**config.mk**
```make
export PLATFORM = sky130hd
export DESIGN_NAME = dp_tipo_r_pipe_flat
export DESIGN_NICKNAME = d
export VERILOG_FILES = /design/src/rtl/dp_tipo_r_pipe_pkg.sv /design/src/rtl/dp_tipo_r_pipe_if.sv /design/src/rtl/dp_tipo_r_pipe_alu.sv /design/src/rtl/dp_tipo_r_pipe.sv /design/src/flat_wrapper.sv
export SDC_FILE = /design/constraint.sdc
export NUM_CORES = 2
export LEC_CHECK = 0
export CAP_MARGIN = 30
export CORE_MARGIN = 4
export CORE_UTILIZATION = 64
export CTS_CLUSTER_SIZE = 25
export DETAILED_ROUTE_END_ITERATION = 7
export PLACE_DENSITY_LB_ADDON = 0.15
export SLEW_MARGIN = 20
export SYNTH_ARGS = -nofsm -noshare
export SYNTH_HDL_FRONTEND = slang
export SYNTH_SLANG_ARGS = --single-unit
export TNS_END_PERCENT = 50
```
**constraint.sdc**
```tcl
create_clock -name clk -period 5.89 [get_ports clk]
set_clock_uncertainty 0.1 [all_clocks]
set_input_delay 0.8835 -clock clk [delete_from_list [all_inputs] [get_ports clk]]
set_output_delay 0.8835 -clock clk [all_outputs]
set_load 0.03 [all_outputs]
```
**src/rtl/dp_tipo_r_pipe_pkg.sv**
```systemverilog
// Shared definitions for the pipelined R-type datapath: funct codes,
// ALU operation enum and instruction field slice/decode helpers.
package dp_tipo_r_pkg;

  localparam int INSTR_W = 32;

  localparam logic [5:0] OP_RTYPE   = 6'h00;
  localparam logic [5:0] FUNCT_NOP  = 6'h00;
  localparam logic [5:0] FUNCT_ADD  = 6'h20;
  localparam logic [5:0] FUNCT_SUB  = 6'h22;
  localparam logic [5:0] FUNCT_AND  = 6'h24;
  localparam logic [5:0] FUNCT_OR   = 6'h25;
  localparam logic [5:0] FUNCT_NOR  = 6'h27;
  localparam logic [5:0] FUNCT_SLT  = 6'h2A;

  typedef enum logic [2:0] {
    ADD = 3'd0,
    SUB = 3'd1,
    AND = 3'd2,
    OR  = 3'd3,
    NOR = 3'd4,
    SLT = 3'd5,
    NOP = 3'd6
  } alu_op_e;

  function automatic logic [5:0] instr_op(input logic [INSTR_W-1:0] w);
    return w[31:26];
  endfunction

  function automatic logic [4:0] instr_rs(input logic [INSTR_W-1:0] w);
    return w[25:21];
  endfunction

  function automatic logic [4:0] instr_rt(input logic [INSTR_W-1:0] w);
    return w[20:16];
  endfunction

  function automatic logic [4:0] instr_rd(input logic [INSTR_W-1:0] w);
    return w[15:11];
  endfunction

  function automatic logic [5:0] instr_funct(input logic [INSTR_W-1:0] w);
    return w[5:0];
  endfunction

  // Anything that is not a supported R-type op (including the NOP) decodes to NOP.
  function automatic alu_op_e decode_op(input logic [INSTR_W-1:0] w);
    alu_op_e op_v;
    if (instr_op(w) != OP_RTYPE) begin
      op_v = NOP;
    end else begin
      case (instr_funct(w))
        FUNCT_ADD: op_v = ADD;
        FUNCT_SUB: op_v = SUB;
        FUNCT_AND: op_v = AND;
        FUNCT_OR:  op_v = OR;
        FUNCT_NOR: op_v = NOR;
        FUNCT_SLT: op_v = SLT;
        default:   op_v = NOP;
      endcase
    end
    return op_v;
  endfunction

  // True for words that must raise err: non-R-type opcode or unknown funct.
  function automatic logic is_unsupported(input logic [INSTR_W-1:0] w);
    logic bad_v;
    if (instr_op(w) != OP_RTYPE) begin
      bad_v = 1'b1;
    end else begin
      case (instr_funct(w))
        FUNCT_NOP, FUNCT_ADD, FUNCT_SUB, FUNCT_AND,
        FUNCT_OR, FUNCT_NOR, FUNCT_SLT: bad_v = 1'b0;
        default:                        bad_v = 1'b1;
      endcase
    end
    return bad_v;
  endfunction

endpackage

```
**src/rtl/dp_tipo_r_pipe_if.sv**
```systemverilog
// Instruction intake handshake between fetch (master) and the datapath (slave).
interface dp_tipo_r_pipe_if;
  import dp_tipo_r_pkg::*;

  logic               instr_valid;
  logic [INSTR_W-1:0] instr;
  logic               instr_ready;

  modport master (output instr_valid, output instr, input instr_ready);
  modport slave  (input instr_valid, input instr, output instr_ready);
endinterface

```
**src/rtl/dp_tipo_r_pipe_alu.sv**
```systemverilog
// Combinational ALU for the R-type datapath: result, zero and signed overflow.
module dp_alu
  import dp_tipo_r_pkg::*;
#(
  parameter int DATA_W = 32
) (
  input  logic [DATA_W-1:0] a,
  input  logic [DATA_W-1:0] b,
  input  alu_op_e           alu_op,
  output logic [DATA_W-1:0] y,
  output logic              zf,
  output logic              ovf
);
  localparam int MSB = DATA_W - 1;

  logic [DATA_W-1:0] sum_s;
  logic [DATA_W-1:0] diff_s;

  assign sum_s  = a + b;
  assign diff_s = a - b;

  // Select the result; overflow only meaningful for add/sub, zero otherwise.
  always_comb begin
    y   = '0;
    ovf = 1'b0;
    case (alu_op)
      ADD: begin
        y   = sum_s;
        ovf = (a[MSB] == b[MSB]) && (sum_s[MSB] != a[MSB]);
      end
      SUB: begin
        y   = diff_s;
        ovf = (a[MSB] != b[MSB]) && (diff_s[MSB] != a[MSB]);
      end
      AND: y = a & b;
      OR:  y = a | b;
      NOR: y = ~(a | b);
      SLT: y[0] = ($signed(a) < $signed(b));
      NOP: y = '0;
      default: y = '0;
    endcase
  end

  assign zf = (y == '0);

endmodule

```
**src/rtl/dp_tipo_r_pipe.sv**
```systemverilog
// Three-stage (ID/EX/WB) MIPS R-type datapath with register file,
// EX/WB forwarding (or hazard stall), preload and debug read ports.
module dp_tipo_r_pipe
  import dp_tipo_r_pkg::*;
#(
  parameter int DATA_W = 32,
  parameter int NREG   = 32,
  parameter bit FWD_EN = 1'b1,
  localparam int REG_AW = $clog2(NREG)
) (
  input  logic              clk,
  input  logic              rst_n,
  dp_tipo_r_pipe_if.slave   in_if,
  input  logic              ld_en,
  input  logic [REG_AW-1:0] ld_addr,
  input  logic [DATA_W-1:0] ld_data,
  input  logic [REG_AW-1:0] dbg_addr,
  output logic [DATA_W-1:0] dbg_data,
  output logic              wb_valid,
  output logic [REG_AW-1:0] wb_addr,
  output logic [DATA_W-1:0] wb_data,
  output logic              ZF_DPTR,
  output logic              ovf,
  output logic              err
);

  logic [DATA_W-1:0] rf_r [NREG];

  // Decode of the word at the intake
  logic [REG_AW-1:0] rs_s, rt_s, rd_s;
  alu_op_e           dec_op_s;
  logic              bad_s;
  logic              hazard_s;
  logic              accept_s;
  logic [DATA_W-1:0] rs_val_s, rt_val_s;

  // ID/EX register
  logic              idex_valid_r;
  alu_op_e           idex_op_r;
  logic [DATA_W-1:0] idex_a_r, idex_b_r;
  logic [REG_AW-1:0] idex_rs_r, idex_rt_r, idex_rd_r;

  // EX stage
  logic [DATA_W-1:0] op_a_s, op_b_s, alu_y_s;
  logic              alu_zf_s, alu_ovf_s;

  // EX/WB register and sticky flags
  logic              wb_valid_r;
  logic [REG_AW-1:0] wb_addr_r;
  logic [DATA_W-1:0] wb_data_r;
  logic              zf_r, ovf_r, err_r;

  assign rs_s     = REG_AW'(instr_rs(in_if.instr));
  assign rt_s     = REG_AW'(instr_rt(in_if.instr));
  assign rd_s     = REG_AW'(instr_rd(in_if.instr));
  assign dec_op_s = decode_op(in_if.instr);
  assign bad_s    = is_unsupported(in_if.instr);
  assign accept_s = in_if.instr_valid & in_if.instr_ready;

  // RAW hazard: a source of the incoming word is the nonzero destination of an in-flight write.
  always_comb begin
    hazard_s = 1'b0;
    if (idex_valid_r && (idex_rd_r != '0) &&
        ((idex_rd_r == rs_s) || (idex_rd_r == rt_s))) begin
      hazard_s = 1'b1;
    end else if (wb_valid_r && ((wb_addr_r == rs_s) || (wb_addr_r == rt_s))) begin
      hazard_s = 1'b1;
    end else begin
      hazard_s = 1'b0;
    end
  end

  // Intake is blocked by a preload, and by a hazard only when forwarding is off.
  always_comb begin
    in_if.instr_ready = 1'b1;
    if (ld_en) begin
      in_if.instr_ready = 1'b0;
    end else if ((FWD_EN == 1'b0) && hazard_s) begin
      in_if.instr_ready = 1'b0;
    end else begin
      in_if.instr_ready = 1'b1;
    end
  end

  // Operand read with bypass of the write retiring on this same edge.
  always_comb begin
    rs_val_s = '0;
    rt_val_s = '0;
    if (rs_s == '0) begin
      rs_val_s = '0;
    end else if (wb_valid_r && (wb_addr_r == rs_s)) begin
      rs_val_s = wb_data_r;
    end else begin
      rs_val_s = rf_r[rs_s];
    end
    if (rt_s == '0) begin
      rt_val_s = '0;
    end else if (wb_valid_r && (wb_addr_r == rt_s)) begin
      rt_val_s = wb_data_r;
    end else begin
      rt_val_s = rf_r[rt_s];
    end
  end

  // ID/EX register: NOPs and unsupported words enter as bubbles; err flags the latter.
  always_ff @(posedge clk or negedge rst_n) begin
    if (!rst_n) begin
      idex_valid_r <= 1'b0;
      idex_op_r    <= NOP;
      idex_a_r     <= '0;
      idex_b_r     <= '0;
      idex_rs_r    <= '0;
      idex_rt_r    <= '0;
      idex_rd_r    <= '0;
      err_r        <= 1'b0;
    end else begin
      err_r <= accept_s & bad_s;
      if (accept_s) begin
        idex_valid_r <= (dec_op_s != NOP);
        idex_op_r    <= dec_op_s;
        idex_a_r     <= rs_val_s;
        idex_b_r     <= rt_val_s;
        idex_rs_r    <= rs_s;
        idex_rt_r    <= rt_s;
        idex_rd_r    <= rd_s;
      end else begin
        idex_valid_r <= 1'b0;
      end
    end
  end

  // EX operands: forward the EX/WB result when it targets a source register.
  always_comb begin
    op_a_s = idex_a_r;
    op_b_s = idex_b_r;
    if (FWD_EN && wb_valid_r && (wb_addr_r == idex_rs_r)) begin
      op_a_s = wb_data_r;
    end else begin
      op_a_s = idex_a_r;
    end
    if (FWD_EN && wb_valid_r && (wb_addr_r == idex_rt_r)) begin
      op_b_s = wb_data_r;
    end else begin
      op_b_s = idex_b_r;
    end
  end

  dp_alu #(.DATA_W(DATA_W)) u_alu (
    .a      (op_a_s),
    .b      (op_b_s),
    .alu_op (idex_op_r),
    .y      (alu_y_s),
    .zf     (alu_zf_s),
    .ovf    (alu_ovf_s)
  );

  // EX/WB register and flags; flags only move when a real op leaves EX.
  always_ff @(posedge clk or negedge rst_n) begin
    if (!rst_n) begin
      wb_valid_r <= 1'b0;
      wb_addr_r  <= '0;
      wb_data_r  <= '0;
      zf_r       <= 1'b0;
      ovf_r      <= 1'b0;
    end else begin
      wb_valid_r <= idex_valid_r && (idex_rd_r != '0);
      if (idex_valid_r) begin
        wb_addr_r <= idex_rd_r;
        wb_data_r <= alu_y_s;
        zf_r      <= alu_zf_s;
        ovf_r     <= alu_ovf_s;
      end else begin
        wb_addr_r <= wb_addr_r;
        wb_data_r <= wb_data_r;
        zf_r      <= zf_r;
        ovf_r     <= ovf_r;
      end
    end
  end

  // Register file: writeback wins over a preload of the same register; $0 is never written.
  always_ff @(posedge clk or negedge rst_n) begin
    if (!rst_n) begin
      for (int i = 0; i < NREG; i++) begin
        rf_r[i] <= '0;
      end
    end else begin
      if (wb_valid_r) begin
        rf_r[wb_addr_r] <= wb_data_r;
      end
      if (ld_en && (ld_addr != '0) && !(wb_valid_r && (wb_addr_r == ld_addr))) begin
        rf_r[ld_addr] <= ld_data;
      end
    end
  end

  assign dbg_data = (dbg_addr == '0) ? '0 : rf_r[dbg_addr];
  assign wb_valid = wb_valid_r;
  assign wb_addr  = wb_addr_r;
  assign wb_data  = wb_data_r;
  assign ZF_DPTR  = zf_r;
  assign ovf      = ovf_r;
  assign err      = err_r;

endmodule

```
**src/flat_wrapper.sv**
```systemverilog
// flat-port wrapper written by rule: the top's interface ports become plain ports
module dp_tipo_r_pipe_flat import dp_tipo_r_pkg::*;
#(
  parameter int DATA_W = 32,
  parameter int NREG   = 32,
  parameter bit FWD_EN = 1'b1,
  localparam int REG_AW = $clog2(NREG)
)
  (clk, rst_n, ld_en, ld_addr, ld_data, dbg_addr, dbg_data, wb_valid, wb_addr, wb_data, ZF_DPTR, ovf, err, in_if_instr_valid, in_if_instr, in_if_instr_ready);
  dp_tipo_r_pipe_if in_if_i ();
  input  logic clk;
  input  logic rst_n;
  input  logic ld_en;
  input  logic [REG_AW-1:0] ld_addr;
  input  logic [DATA_W-1:0] ld_data;
  input  logic [REG_AW-1:0] dbg_addr;
  output logic [DATA_W-1:0] dbg_data;
  output logic wb_valid;
  output logic [REG_AW-1:0] wb_addr;
  output logic [DATA_W-1:0] wb_data;
  output logic ZF_DPTR;
  output logic ovf;
  output logic err;
  input wire logic [$bits(in_if_i.instr_valid)-1:0] in_if_instr_valid;
  input wire logic [$bits(in_if_i.instr)-1:0] in_if_instr;
  output wire logic [$bits(in_if_i.instr_ready)-1:0] in_if_instr_ready;
  assign in_if_i.instr_valid = in_if_instr_valid;
  assign in_if_i.instr = in_if_instr;
  assign in_if_instr_ready = in_if_i.instr_ready;
  dp_tipo_r_pipe #(.DATA_W(DATA_W), .NREG(NREG), .FWD_EN(FWD_EN)) u_core (.clk(clk), .rst_n(rst_n), .in_if(in_if_i), .ld_en(ld_en), .ld_addr(ld_addr), .ld_data(ld_data), .dbg_addr(dbg_addr), .dbg_data(dbg_data), .wb_valid(wb_valid), .wb_addr(wb_addr), .wb_data(wb_data), .ZF_DPTR(ZF_DPTR), .ovf(ovf), .err(err));
endmodule
```
==> flow_summary.yaml <==
critical_path:
  path_class: "reg -> reg"
  worstSetupStartpoint: "u_core.wb_addr[3]"
  cp-end-kind: "flop"
  worstPathRequired_ps: 6480
  endpoint: "u_core.ZF_DPTR"
  rrSetupSlack_ps: 210
  r2r-end: "u_core.ZF_DPTR"
  worst_path_largest_cell_delay_ps: 460
  reg2reg_depth: 19
  cp_cell_sequence: "xor2_1 -> nor4_1 -> and3_2 -> buf_4 -> mux2_2 -> ha_1 -> buf_4 -> or4_4 -> or3_1 -> a21oi_1 -> o31ai_1 -> o31a_1 -> xnor2_1 -> a221oi_1 -> buf_4 -> nand4_1 -> nor4_1 -> nand4_1 -> o41ai_2"
  cpMostUsedCell: "buf_4"
  cp-start-kind: "flop"
  worst_path_max_delay_cell: "dfrtp_1"
  cp_max_fo: 15
  reg2reg_from: "u_core.wb_addr[3]"
  cp.arrival_ps: 6270
clocking:
  cts-root-buf: "clkbuf_16"
  htreeDepth: 4
  insertion_delay_ps: 780
  hold_buffers: 0
  cts_buffers: 133
  clkTransAtPathRegs_ps: 70
  cts_tree: "yes"
  clockBufferDepth: 3
  cts_sinks: 1148
routing:
  via_per_inst: 7.63
  drt_iter0_markers: 12100
  drc: 18
  via_count: 72600
  wl_per_cell_um: 34.2
  dr.pass1.iters: 8
  ant_nets: 0
  routed_wl_mm: 325
global_route:
  grt_pass1_vias: 69800
  grt_pass1_wl_mm: 470
  antenna_found_initial: 26
  overflow: 0
  grt_usage: 0.472
  grt_max_degree: 158
pwr:
  p_switching_mw: 9.50
  p_sw_frac: 0.337
  p_per_area_nw_per_um2: 308
  pwr-share-seq: 0.391
  power.internal_mw: 18.7
  p_clk_frac: 0.304
  leakagePower_nw: 37.3
  ir_worst_vdd_mv: 0.322
  comb_power_share: 0.305
finish:
  final_cells: 9512
  final_cell_mix: "1273 x mux2i_1, 1144 x dfrtp_1, 855 x nor2_1"
  drive_above_1_share: 0.190
  area_growth_syn_to_layout_pct: 10.2
  layout_commonest_cell: "mux2i_1"
  multi_input_area_um2: 51100
  nNetsFinal: 7856
  num-fill-cells: 9203
  seqCellArea_um2: 28700
sta:
  period_share: 0.964
  slew_viol_final: 0
  max-slew-margin-rel: 0.206
  setup_viol_count_final: 0
  finalSetupTns_ps: 0
  fmax_mhz: 176
  rsz0062_at_grt: "true"
  hold_viol_final: 3
  fin_crit_ps: 5680
  worstMarginPinSlew_ps: 1190
  holdWs_ps: -31.5
min_path:
  min_path_type: "in -> async"
floorplan:
  fp.dieArea_um2: 136000
  fp.dieW_um: 368
  rows: 131
  die_h_um: 368
  initial_core_util: 0.648
  num_io_pins: 152
  core_area_um2: 128000
logic_synthesis:
  avgSynthCellArea_um2: 10.4
  yosysSeqAreaShare: 0.346
  netlist_instances: 8017
  synth_ff_type: "dfrtp_1"
  synth-seq-cells: 1148
  async_flop_share: 1.00
  netlist_area_um2: 83100
  synth_cell_types: 86
  synth_edf_count: 0
  synth_nets: 8205
  ys_warn_count: 0
run_status:
  violations: "DRC, hold timing"
  outcome: "finished, violations left"
placement:
  port_buffers: 146
  gp_congestion: 0.982
  hpwl_mm: 200
  placed_cells: 9254
run:
  cap_violations: 0
-- stage by stage --
step	instance area [µm²]	total power, mW	utilization	setup slack, ps
2_1_floorplan	83100	16.7	-	573
3_3_place_gp	86000	19.0	0.671	247
3_5_place_dp	86900	19.4	0.678	169
4_1_cts	91300	27.9	0.712	151
5_1_grt	91500	29.3	0.714	58.2
6_report	91500	28.2	0.714	211
-- power groups by stage --
stage / clock network, mW / registers, mW / logic [mW]
after floorplan: 0 / 10.6 / 6.15
after global placement: 0 / 10.9 / 8.10
after detailed placement: 0 / 11.0 / 8.34
after CTS: 8.57 / 10.9 / 8.37
after global routing: 8.90 / 11.2 / 9.15
final: 8.58 / 11.0 / 8.59
-- critical path, delay by kind of cell, from the launching register on --
family	cells	cell delay, ps
buf+inv	3	710
compound gates	5	1230
mux	1	400
xor+xnor	2	300
flops	1	460
simple gates	7	2040
fa+ha+maj	1	340
-- per-layer routing --
metal | vias to the layer above | part of all wire | global-route usage | routed length, µm
met5 | - | 0.00050 | 0.00499 | 163
met4 | 10 | 0.092 | 0.351 | 30000
met3 | 1685 | 0.16 | 0.190 | 50800
met2 | 6319 | 0.42 | 0.658 | 135000
met1 | 35400 | 0.34 | 0.592 | 109000
li1 | 29100 | - | - | -
-- cell families after synthesis --
group                    count (synthesis)  share of synthesized area
XOR/XNOR                                48                    0.00506
multiplexers                          2148                      0.376
buffers and inverters                 1012                     0.0462
adder cells (fa/ha/maj)                110                     0.0167
flip-flops                            1148                      0.346
AO/OA/AOI/OAI                         1775                      0.123
AND/OR/NAND/NOR                       1776                     0.0866
-- Yosys cell counts, types with 17 or more instances --
cell type	instances	area (µm²)
a211oi_1	22	165
a21oi_1	734	3670
a221oi_1	197	1730
buf_1	133	499
buf_2	24	120
clkbuf_1	747	2800
dfrtp_1	1146	28700
ha_1	108	1350
inv_1	105	394
mux2_2	106	1190
mux2i_1	1273	12700
mux4_2	769	17300
nand2_1	668	2510
nand3_1	23	115
nand4_1	17	106
nor2_1	890	3340
nor3_1	61	305
nor4_1	20	125
o21ai_0	656	3280
o31ai_1	17	128
xnor2_1	29	254
xor2_1	19	166
-- worst min-delay path by stage --
stage          slack, ps  depth (start not counted)                   to           startpoint
2_1_floorplan        350                          2  u_core.idex_a_r[10]  u_core.idex_a_r[10]
3_3_place_gp         360                          2  u_core.idex_a_r[29]  u_core.idex_a_r[29]
3_5_place_dp         370                          2  u_core.idex_a_r[14]  u_core.idex_a_r[14]
4_1_cts               10                          1     u_core.rf_r[477]                rst_n
5_1_grt                9                          1     u_core.rf_r[477]                rst_n
6_report             -30                          1     u_core.rf_r[477]                rst_n
-- cell type report --
cell class	instances	share of cell area
Sequential cell	1148	0.314
Multi-Input combinational cell	5857	0.558
Tap cell	1729	0.0236
Antenna cell	21	0.000574
Clock inverter	27	0.00452
Clock buffer	202	0.0432
Inverter	106	0.00435
Timing Repair Buffer	422	0.0517
-- timing repair --
action	in CTS	in global routing
setup buffers	0	1
resized for setup	0	8
hold endpoints to repair	0	0
setup endpoints to repair	0	2
-- flip-flops by register name, indices dropped and copies added, names as in the netlist --
register and flops:
u_core.rf_r 1024, u_core.idex_a_r 32, u_core.idex_b_r 32, u_core.wb_data 32
u_core.idex_rd_r 5, u_core.idex_rs_r 5, u_core.idex_rt_r 5, u_core.wb_addr 5
u_core.idex_op_r 3, u_core.ZF_DPTR 1, u_core.err 1, u_core.idex_valid_r 1
u_core.ovf 1, u_core.wb_valid 1
(Power assumes the default switching activity.)
